==> src/rtl/booth_pkg.sv <==
// Shared types and width helpers for the iterative radix-4 Booth multiplier.
// Latency: n/a (types and constant functions only).
// Backpressure: n/a.
package booth_pkg;

    typedef enum logic [1:0] {
        IDLE,
        CALC,
        DONE
    } state_e;

    typedef enum logic [2:0] {
        ZERO,
        POS1,
        POS2,
        NEG1,
        NEG2
    } booth_digit_e;

    // One extra iteration covers the two extension bits, which keeps unsigned operands exact.
    function automatic int booth_iter(input int width);
        return width / 2 + 1;
    endfunction

    function automatic int booth_cnt_w(input int width);
        return $clog2(booth_iter(width) + 1);
    endfunction

endpackage

==> src/rtl/booth_radix4_encoder.sv <==
// Radix-4 Booth recoder: {b[2i+1], b[2i], b[2i-1]} -> digit in {0, +-1, +-2}.
// Latency: combinational.
// Backpressure: none, pure function of the group.
module booth_radix4_encoder
    import booth_pkg::*;
(
    input  logic [2:0]   grp,
    output booth_digit_e digit,
    output logic         neg
);

    always_comb begin
        digit = ZERO;
        case (grp)
            3'b001, 3'b010: digit = POS1;
            3'b011:         digit = POS2;
            3'b100:         digit = NEG2;
            3'b101, 3'b110: digit = NEG1;
            default:        digit = ZERO;
        endcase
    end

    assign neg = grp[2] & ~(grp[1] & grp[0]);

endmodule

==> src/rtl/booth_radix4_seq_multiplier.sv <==
// Iterative radix-4 Booth multiplier, signed or unsigned per operation, two bits retired per cycle.
// Latency: WIDTH/2+1 edges from accept to outValid; BOOTH_EARLY_TERM_EN ends CALC once remaining digits are zero.
// Backpressure: result held in DONE until outReady; a new accept may coincide with the result transfer.
module booth_radix4_seq_multiplier
    import booth_pkg::*;
#(
    parameter int WIDTH = 32
) (
    input  logic               clk,
    input  logic               resetN,
    input  logic               inValid,
    output logic               inReady,
    input  logic [WIDTH-1:0]   multiplicand,
    input  logic [WIDTH-1:0]   multiplier,
    input  logic               signedMode,
    output logic               outValid,
    input  logic               outReady,
    output logic [2*WIDTH-1:0] product,
    output logic               busy
);

    localparam int ITER = booth_iter(WIDTH);
    localparam int CW   = booth_cnt_w(WIDTH);
    localparam int EW   = WIDTH + 2;
    localparam int HW   = EW + 2;
    localparam int AW   = HW + EW;

    state_e         state_q, state_d;
    logic [CW-1:0]  cnt_q, rem;
    logic [EW-1:0]  a_q, b_q, a_in, b_in, b_sh;
    logic           guard_q;
    logic [AW-1:0]  acc_q, acc_sum, acc_sh, acc_d;
    logic [HW-1:0]  a_hw, mag, term;
    logic           accept, last;
    booth_digit_e   digit;
    logic           neg;

    assign a_in = signedMode ? {{2{multiplicand[WIDTH-1]}}, multiplicand} : {2'b00, multiplicand};
    assign b_in = signedMode ? {{2{multiplier[WIDTH-1]}}, multiplier} : {2'b00, multiplier};

    booth_radix4_encoder u_enc (
        .grp   ({b_q[1:0], guard_q}),
        .digit (digit),
        .neg   (neg)
    );

    // Partial product is added at the top of the accumulator, then everything shifts right by 2.
    always_comb begin
        a_hw = {{2{a_q[EW-1]}}, a_q};
        mag  = '0;
        case (digit)
            POS1, NEG1: mag = a_hw;
            POS2, NEG2: mag = a_hw << 1;
            default:    mag = '0;
        endcase
        term    = neg ? -mag : mag;
        acc_sum = acc_q + {term, {EW{1'b0}}};
        acc_sh  = $signed(acc_sum) >>> 2;
        b_sh    = $signed(b_q) >>> 2;
        rem     = cnt_q - CW'(1);
`ifdef BOOTH_EARLY_TERM_EN
        // Remaining bits all equal to the guard bit means every later digit is zero.
        if (b_sh == {EW{b_q[1]}}) begin
            acc_d = $signed(acc_sh) >>> {rem, 1'b0};
            last  = 1'b1;
        end else begin
            acc_d = acc_sh;
            last  = (cnt_q == CW'(1));
        end
`else
        acc_d = acc_sh;
        last  = (cnt_q == CW'(1));
`endif
    end

    always_ff @(posedge clk or negedge resetN) begin
        if (!resetN) begin
            state_q <= IDLE;
        end else begin
            state_q <= state_d;
        end
    end

    always_comb begin
        state_d  = state_q;
        inReady  = 1'b0;
        outValid = 1'b0;
        busy     = 1'b0;
        case (state_q)
            IDLE: begin
                inReady = 1'b1;
                if (inValid) state_d = CALC;
            end
            CALC: begin
                busy = 1'b1;
                if (last) state_d = DONE;
            end
            DONE: begin
                outValid = 1'b1;
                inReady  = outReady;
                if (outReady) state_d = inValid ? CALC : IDLE;
            end
            default: state_d = IDLE;
        endcase
    end

    assign accept = inValid & inReady;

    always_ff @(posedge clk or negedge resetN) begin
        if (!resetN) begin
            a_q     <= '0;
            b_q     <= '0;
            guard_q <= 1'b0;
            acc_q   <= '0;
            cnt_q   <= '0;
        end else if (accept) begin
            a_q     <= a_in;
            b_q     <= b_in;
            guard_q <= 1'b0;
            acc_q   <= '0;
            cnt_q   <= CW'(ITER);
        end else if (state_q == CALC) begin
            acc_q   <= acc_d;
            b_q     <= b_sh;
            guard_q <= b_q[1];
            cnt_q   <= rem;
        end
    end

    // Gated so that only a finished result is ever visible on the port.
    assign product = (state_q == DONE) ? acc_q[2*WIDTH-1:0] : '0;

endmodule
==> config.mk <==
export PLATFORM = sky130hd
export DESIGN_NAME = booth_radix4_seq_multiplier
export DESIGN_NICKNAME = d
export VERILOG_FILES = /design/src/rtl/booth_pkg.sv /design/src/rtl/booth_radix4_encoder.sv /design/src/rtl/booth_radix4_seq_multiplier.sv
export SDC_FILE = /design/constraint.sdc
export NUM_CORES = 1
export LEC_CHECK = 0
export ABC_AREA = 0
export CORE_UTILIZATION = 34
export CTS_BUF_LIST = sky130_fd_sc_hd__clkbuf_2
export CTS_CLUSTER_DIAMETER = 80
export DETAILED_ROUTE_END_ITERATION = 16
export SYNTH_ARGS = -nofsm -noshare
export SYNTH_HDL_FRONTEND = slang
export SYNTH_SLANG_ARGS = --single-unit
export TNS_END_PERCENT = 5
==> constraint.sdc <==
create_clock -name clk -period 7.9 [get_ports clk]
set_input_delay 1.975 -clock clk [delete_from_list [all_inputs] [get_ports clk]]
set_output_delay 1.975 -clock clk [all_outputs]
set_load 0.005 [all_outputs]
==> results of run 1 <==
==> kinds of logic after synthesis <==
kind of cell	after synthesis	share of synthesized area [%]
AND/OR/NAND/NOR	521	24.52
AO/OA/AOI/OAI	337	22.75
flip-flops	143	36.97
buffers and inverters	111	4.885
XOR/XNOR	49	4.433
adder cells (fa/ha/maj)	45	5.894
multiplexers	5	0.5558
==> cells in the final DEF (no fill, tap or decap), drive strengths merged, types with 24 or more instances in the layout <==
| cell | count |
|---|---|
| nand3 | 30 |
| inv | 40 |
| xor2 | 24 |
| xnor2 | 25 |
| dfrtp | 143 |
| o21ai | 107 |
| a21oi | 56 |
| nor2 | 58 |
| clkdlybuf4s50 | 134 |
| nand2 | 285 |
| and2 | 67 |
| nor3 | 25 |
| a22oi | 58 |
| ha | 44 |
==> final cells by class <==
class / count / area [µm²]
repair buffers: 144 / 1420
flip-flops and latches: 143 / 3578
clock buffers: 17 / 85.08
fillers: 2888 / 16300
diodes: 2 / 5.005
well taps: 378 / 473.0
multi-input cells: 957 / 5654
inverters: 31 / 130.1
clock inverters: 15 / 212.7
==> worst max-delay path by stage <==
stage	start	slack [ps]	cells after the start	end
CTS	b_q[0]$_DFFE_PN0P_	2470	20	acc_q[68]$_DFFE_PN0P_
global route	b_q[0]$_DFFE_PN0P_	1930	20	acc_q[68]$_DFFE_PN0P_
floorplan	b_q[0]$_DFFE_PN0P_	2990	25	acc_q[68]$_DFFE_PN0P_
global placement	outReady	2490	4	inReady
detailed placement	outReady	2500	4	inReady
finish	b_q[0]$_DFFE_PN0P_	2500	20	acc_q[68]$_DFFE_PN0P_
==> flip-flops by register name, indices dropped and copies added, names as in the netlist <==
name     cells
guard_q      1
a_q         33
b_q         34
acc_q       68
state_q      2
cnt_q        5
==> tightest hold or removal path: cells and delay by family, from the launching register on <==
family           cells  cell delay [ps]
AND/OR/NAND/NOR      1               50
flip-flops           1              420
AO/OA/AOI/OAI        1               60
==> stage by stage <==
stage | util, % | setup WS, ps | hold slack, ps
5_1_grt | 41.49 | 1932 | 536.3
3_5_place_dp | 40.40 | 2503 | 462.5
3_3_place_gp | 40.40 | 2493 | 457.9
2_1_floorplan | - | 2993 | 446.3
4_1_cts | 41.47 | 2473 | 500.3
6_report | 41.49 | 2503 | 509.1
==> metal layers <==
layer | vias up | global-route usage, % | part of all wire, %
met4 | 0 | 4.622 | 1.3
met5 | - | 0 | 0
li1 | 4421 | - | -
met2 | 226 | 30.86 | 47
met1 | 4216 | 25.41 | 46
met3 | 21 | 4.025 | 5.3
==> flow_metrics.env, run 1 <==
export IMPL_status="complete, no violations"
export IMPL_initial_core_util_pct=34.75
export IMPL_crit_arrival_ps=6090
export IMPL_root_buffer="clkbuf_2"
export IMPL_ys_flop_type="dfrtp_1"
export IMPL_grt_max_degree=85
export IMPL_finalSetupViolations=0
export IMPL_rr_endpoint="acc_q[68]$_DFFE_PN0P_"
export IMPL_cts_tree="done"
export IMPL_place_area_mm2=0.01126
export IMPL_grt_pass1_vias=8204
export IMPL_period_share_pct=68.31
export IMPL_cts_buffer_depth=2
export IMPL_clock_latency_ps=770
export IMPL_die_h_um=170.7
export IMPL_start_kind="flip-flop"
export IMPL_die_x_um=170.7
export IMPL_clk_pin_slew_ps=290
export IMPL_synthArstFlopShare_pct=100.0
export IMPL_netlist_cell_type_count=75
export IMPL_required_ps=8590
export IMPL_fmax_ghz=0.1853
export IMPL_dr_first_iter_drc_count=590
export IMPL_drive_gt1_share_pct=4.820
export IMPL_ctsResizeCount=0
export IMPL_holdPathStages=2
export IMPL_totalWireLength_mm=27.09
export IMPL_dpl_cell_count=1653
export IMPL_ys_warn_count=0
export IMPL_rrSetupSlack_ps=2500
export IMPL_rows=61
export IMPL_min_period_ps=5397
export IMPL_worst_path_max_delay_cell="or2_1"
export IMPL_yosys_area_top_type="dfrtp_1"
export IMPL_antenna_found_initial=1
export IMPL_grt_overflow=0
export IMPL_synthTopCellsByArea="dfrtp_1, nand2_1, ha_1, o21ai_0, a22oi_1"
export IMPL_drc=0
export IMPL_slew_violations=0
export IMPL_hold_end="acc_q[17]$_DFFE_PN0P_"
export IMPL_cts_inserted_buffers=17
export IMPL_fin_setup_tns_ps=0
export IMPL_maxSlewHeadroom_pct=23.95
export IMPL_crit_family="compound AO/OA/AOI/OAI gates"
export IMPL_h_tree_depth=4
export IMPL_numClockSinks=143
export IMPL_wl_per_cell_um=16.06
export IMPL_crit_fanout=18
export IMPL_antenna_left=0
export IMPL_min_delay_start="acc_q[19]$_DFFE_PN0P_"
export IMPL_synth_cells=1211
export IMPL_viasPerCell=5.266
export IMPL_netlist_area_leader_share_pct=36.97
export IMPL_die_area_mm2=0.02915
export IMPL_instances_no_fill=1687
export IMPL_yosysMostFrequentCell="nand2_1"
export IMPL_fin_skew_ps=43.97
export IMPL_max_cap_violations=0
export IMPL_r2r_cells=20
export IMPL_synth_avg_cell_area_um2=7.994
export IMPL_hp_class="flip-flop to flip-flop"
export IMPL_area_growth_pct=19.40
export IMPL_path_class="flip-flop to flip-flop"
export IMPL_io_buffers=135
export IMPL_rsz0062_at_grt="false"
export IMPL_synth_edf_count=0
export IMPL_crit_buf_inv=1
export IMPL_fin_nets=1408
export IMPL_yosysSeqAreaShare_pct=36.97
export IMPL_r2r_start="b_q[0]$_DFFE_PN0P_"
export IMPL_via_count=8884
export IMPL_floorplan_core_area_mm2=0.02786
export IMPL_grt_total_usage_pct=18.92
export IMPL_dpl_hpwl_mm=18.45
export IMPL_cts_setup_buffers=0
export IMPL_hold_viol=0
export IMPL_drtPass1Iterations=9
export IMPL_postLayoutCellArea_mm2=0.01156
export IMPL_synth_common_cells="nand2_1, dfrtp_1, o21ai_0, and2_1, clkbuf_1"
export IMPL_grt_pass1_wl_mm=43.79
export IMPL_synth_fp_nets=1325
export IMPL_cts_hold_buf=0
export IMPL_worst_path_largest_cell_delay_ps=630
export IMPL_end_kind="flip-flop"
export IMPL_tightest_slew_ps=1138
export IMPL_syn_cell_area_mm2=0.009681
export IMPL_path_cells="inv_1, ha_1, mux2i_2, or2_1, o22ai_1, nor4bb_1, o221a_2, o211a_1, nor2_1, xnor2_1, ha_1, a211o_1, nor3_1, o21ai_0, a32o_1, a211oi_1, o31ai_4, xnor2_1, o21ai_1, a22o_1"
export IMPL_boundaryPins=136
export IMPL_ys_ff_latch=143
export IMPL_gp_congestion=0.8807
Power of run 1 is not shown: default switching activity piles up to over one toggle a cycle in this logic, so the estimate is an artifact.
==> run 2, diff against run 1 <==
==> constraint.sdc (replaced) <==
create_clock -name clk -period 5.6 [get_ports clk]
set_input_delay 1.4 -clock clk [delete_from_list [all_inputs] [get_ports clk]]
set_output_delay 1.4 -clock clk [all_outputs]
set_load 0.005 [all_outputs]
==> run 2 against run 1 <==
  * Register-to-register slack got worse by 2100 ps
  * Fmax increased by 3.7%
  * Non-clock buffer count rose by 6
  * Worst setup slack lost 2100 ps
  * Sequential share of layout area is 0.080 points lower
  * Die area is the same
  * Highest routed layer unchanged
  * Core utilization is 0.11 points higher
  * Critical path type unchanged
  * Global-route usage up 0.43 points
==> flow_metrics.env, run 2 (synthesis gave the netlist of run 1 again) <==
export IMPL_crit_cells=19
export IMPL_grt_pass1_wl_mm=44.64
export IMPL_die_h_um=170.7
export IMPL_grt_total_usage_pct=19.35
export IMPL_h_tree_depth=4
export IMPL_period_share_pct=92.97
export IMPL_dr_first_iter_drc_count=631
export IMPL_slew_violations=0
export IMPL_min_period_ps=5207
export IMPL_drc=0
export IMPL_end_kind="flip-flop"
export IMPL_largest_register="acc_q"
export IMPL_boundaryPins=136
export IMPL_grt_overflow=0
export IMPL_crit_buf_inv=2
export IMPL_antenna_left=0
export IMPL_post_place_ws_ps=447.5
export IMPL_layout_setup_ws_ps=393.4
export IMPL_rsz0062_at_grt="false"
export IMPL_area_growth_pct=19.71
export IMPL_viasPerCell=5.313
export IMPL_dpl_hpwl_mm=19.41
export IMPL_numClockSinks=143
export IMPL_rows=61
export IMPL_drive_gt1_share_pct=5.407
export IMPL_floorplan_core_area_mm2=0.02786
export IMPL_hp_class="input port to async pin"
export IMPL_timing_hold_ws_ps=495.2
export IMPL_finalSetupViolations=0
export IMPL_worst_path_max_delay_cell="a211oi_1"
export IMPL_grt_pass1_vias=8513
export IMPL_cts_setup_buffers=0
export IMPL_crit_family="compound AO/OA/AOI/OAI gates"
export IMPL_rr_endpoint="acc_q[61]$_DFFE_PN0P_"
export IMPL_die_x_um=170.7
export IMPL_layout_commonest_cell="nand2_1"
export IMPL_tightest_slew_ps=1184
export IMPL_gp_congestion=0.9162
export IMPL_ctsResizeCount=0
export IMPL_path_class="flip-flop to flip-flop"
export IMPL_r2r_cells=19
export IMPL_dpl_cell_count=1659
export IMPL_clk_pin_slew_ps=340
export IMPL_required_ps=6250
export IMPL_instances_no_fill=1692
export IMPL_io_buffers=135
export IMPL_path_cells="inv_1, ha_1, or2_4, nor2_2, buf_4, nand2_1, a31oi_1, a311o_1, o21ai_0, ha_1, and3_1, and2_1, nand2_1, o311ai_1, o311a_1, o21ai_1, a211oi_1, o21bai_1, a221o_1"
export IMPL_fin_skew_ps=60.86
export IMPL_fmax_ghz=0.1921
export IMPL_cts_hold_buf=0
export IMPL_grt_max_degree=85
export IMPL_status="complete, no violations"
export IMPL_cts_inserted_buffers=17
export IMPL_root_buffer="clkbuf_2"
export IMPL_wl_per_cell_um=16.55
export IMPL_start_kind="flip-flop"
export IMPL_rrSetupSlack_ps=390
export IMPL_reg_top3="acc_q (68), b_q (34), a_q (33)"
export IMPL_cts_buffer_depth=2
export IMPL_clock_latency_ps=780
export IMPL_cts_tree="done"
export IMPL_crit_arrival_ps=5860
export IMPL_via_count=8989
export IMPL_die_area_mm2=0.02915
export IMPL_crit_fanout=42
export IMPL_worst_path_largest_cell_delay_ps=550
export IMPL_r2r_start="guard_q$_DFFE_PN0P_"
export IMPL_max_cap_violations=0
export IMPL_fin_setup_tns_ps=0
export IMPL_maxSlewHeadroom_pct=20.91
export IMPL_hold_viol=0
export IMPL_largest_reg_flops=68
export IMPL_initial_core_util_pct=34.75
export IMPL_drtPass1Iterations=7
export IMPL_mostFrequentLayoutCells="nand2_1, dfrtp_1, clkdlybuf4s50_1, o21ai_0, and2_1"
export IMPL_totalWireLength_mm=28.00
export IMPL_fin_nets=1414
export IMPL_antenna_found_initial=2
==> run 2: changes by cell type in the layout (fill, tap and decap cells not counted) <==
cell	previous run	this run
nor4bb_2	0	1
clkinv_8	1	6
bufinv_16	3	0
inv_6	6	3
clkinv_4	1	2
nor4bb_1	1	0
buf_4	9	15
a32oi_1	1	0
a32oi_2	0	1
diode_2	2	1
==> run 2: worst max path at each step <==
| stage | slack [ps] | start | endpoint |
|---|---|---|---|
| 2_1_floorplan | 690 | b_q[0]$_DFFE_PN0P_ | acc_q[68]$_DFFE_PN0P_ |
| 3_3_place_gp | 620 | b_q[0]$_DFFE_PN0P_ | acc_q[68]$_DFFE_PN0P_ |
| 3_5_place_dp | 450 | b_q[0]$_DFFE_PN0P_ | acc_q[68]$_DFFE_PN0P_ |
| 4_1_cts | 340 | b_q[0]$_DFFE_PN0P_ | acc_q[68]$_DFFE_PN0P_ |
| 5_1_grt | 2 | b_q[0]$_DFFE_PN0P_ | acc_q[68]$_DFFE_PN0P_ |
| 6_report | 390 | guard_q$_DFFE_PN0P_ | acc_q[61]$_DFFE_PN0P_ |
==> run 2: layout make-up <==
| type | instances | area (µm²) |
|---|---|---|
| multi-input combinational | 957 | 5668 |
| inverter | 31 | 130.1 |
| timing repair buffer | 150 | 1465 |
| antenna | 1 | 2.502 |
| tap | 378 | 473.0 |
| clock inverter | 15 | 186.4 |
| fill | 2831 | 16270 |
| clock buffer | 17 | 85.08 |
| sequential | 143 | 3578 |
==> run 2: metal layers <==
layer / vias up / track usage, % / wire [µm]
met4: 0 / 7.168 / 782
met1: 4264 / 25.40 / 12720
met5: - / 0 / 0
met2: 257 / 30.88 / 12890
li1: 4430 / - / -
met3: 38 / 4.488 / 1602
==> run 2: through the flow <==
stage                     utilization, %  instance area [µm²]
after floorplan                        -                 9681
after global placement             40.57                11300
after detailed placement           40.57                11300
after CTS                          41.54                11570
after global routing               41.60                11590
final                              41.60                11590
Power of run 2 is left out for the same reason.
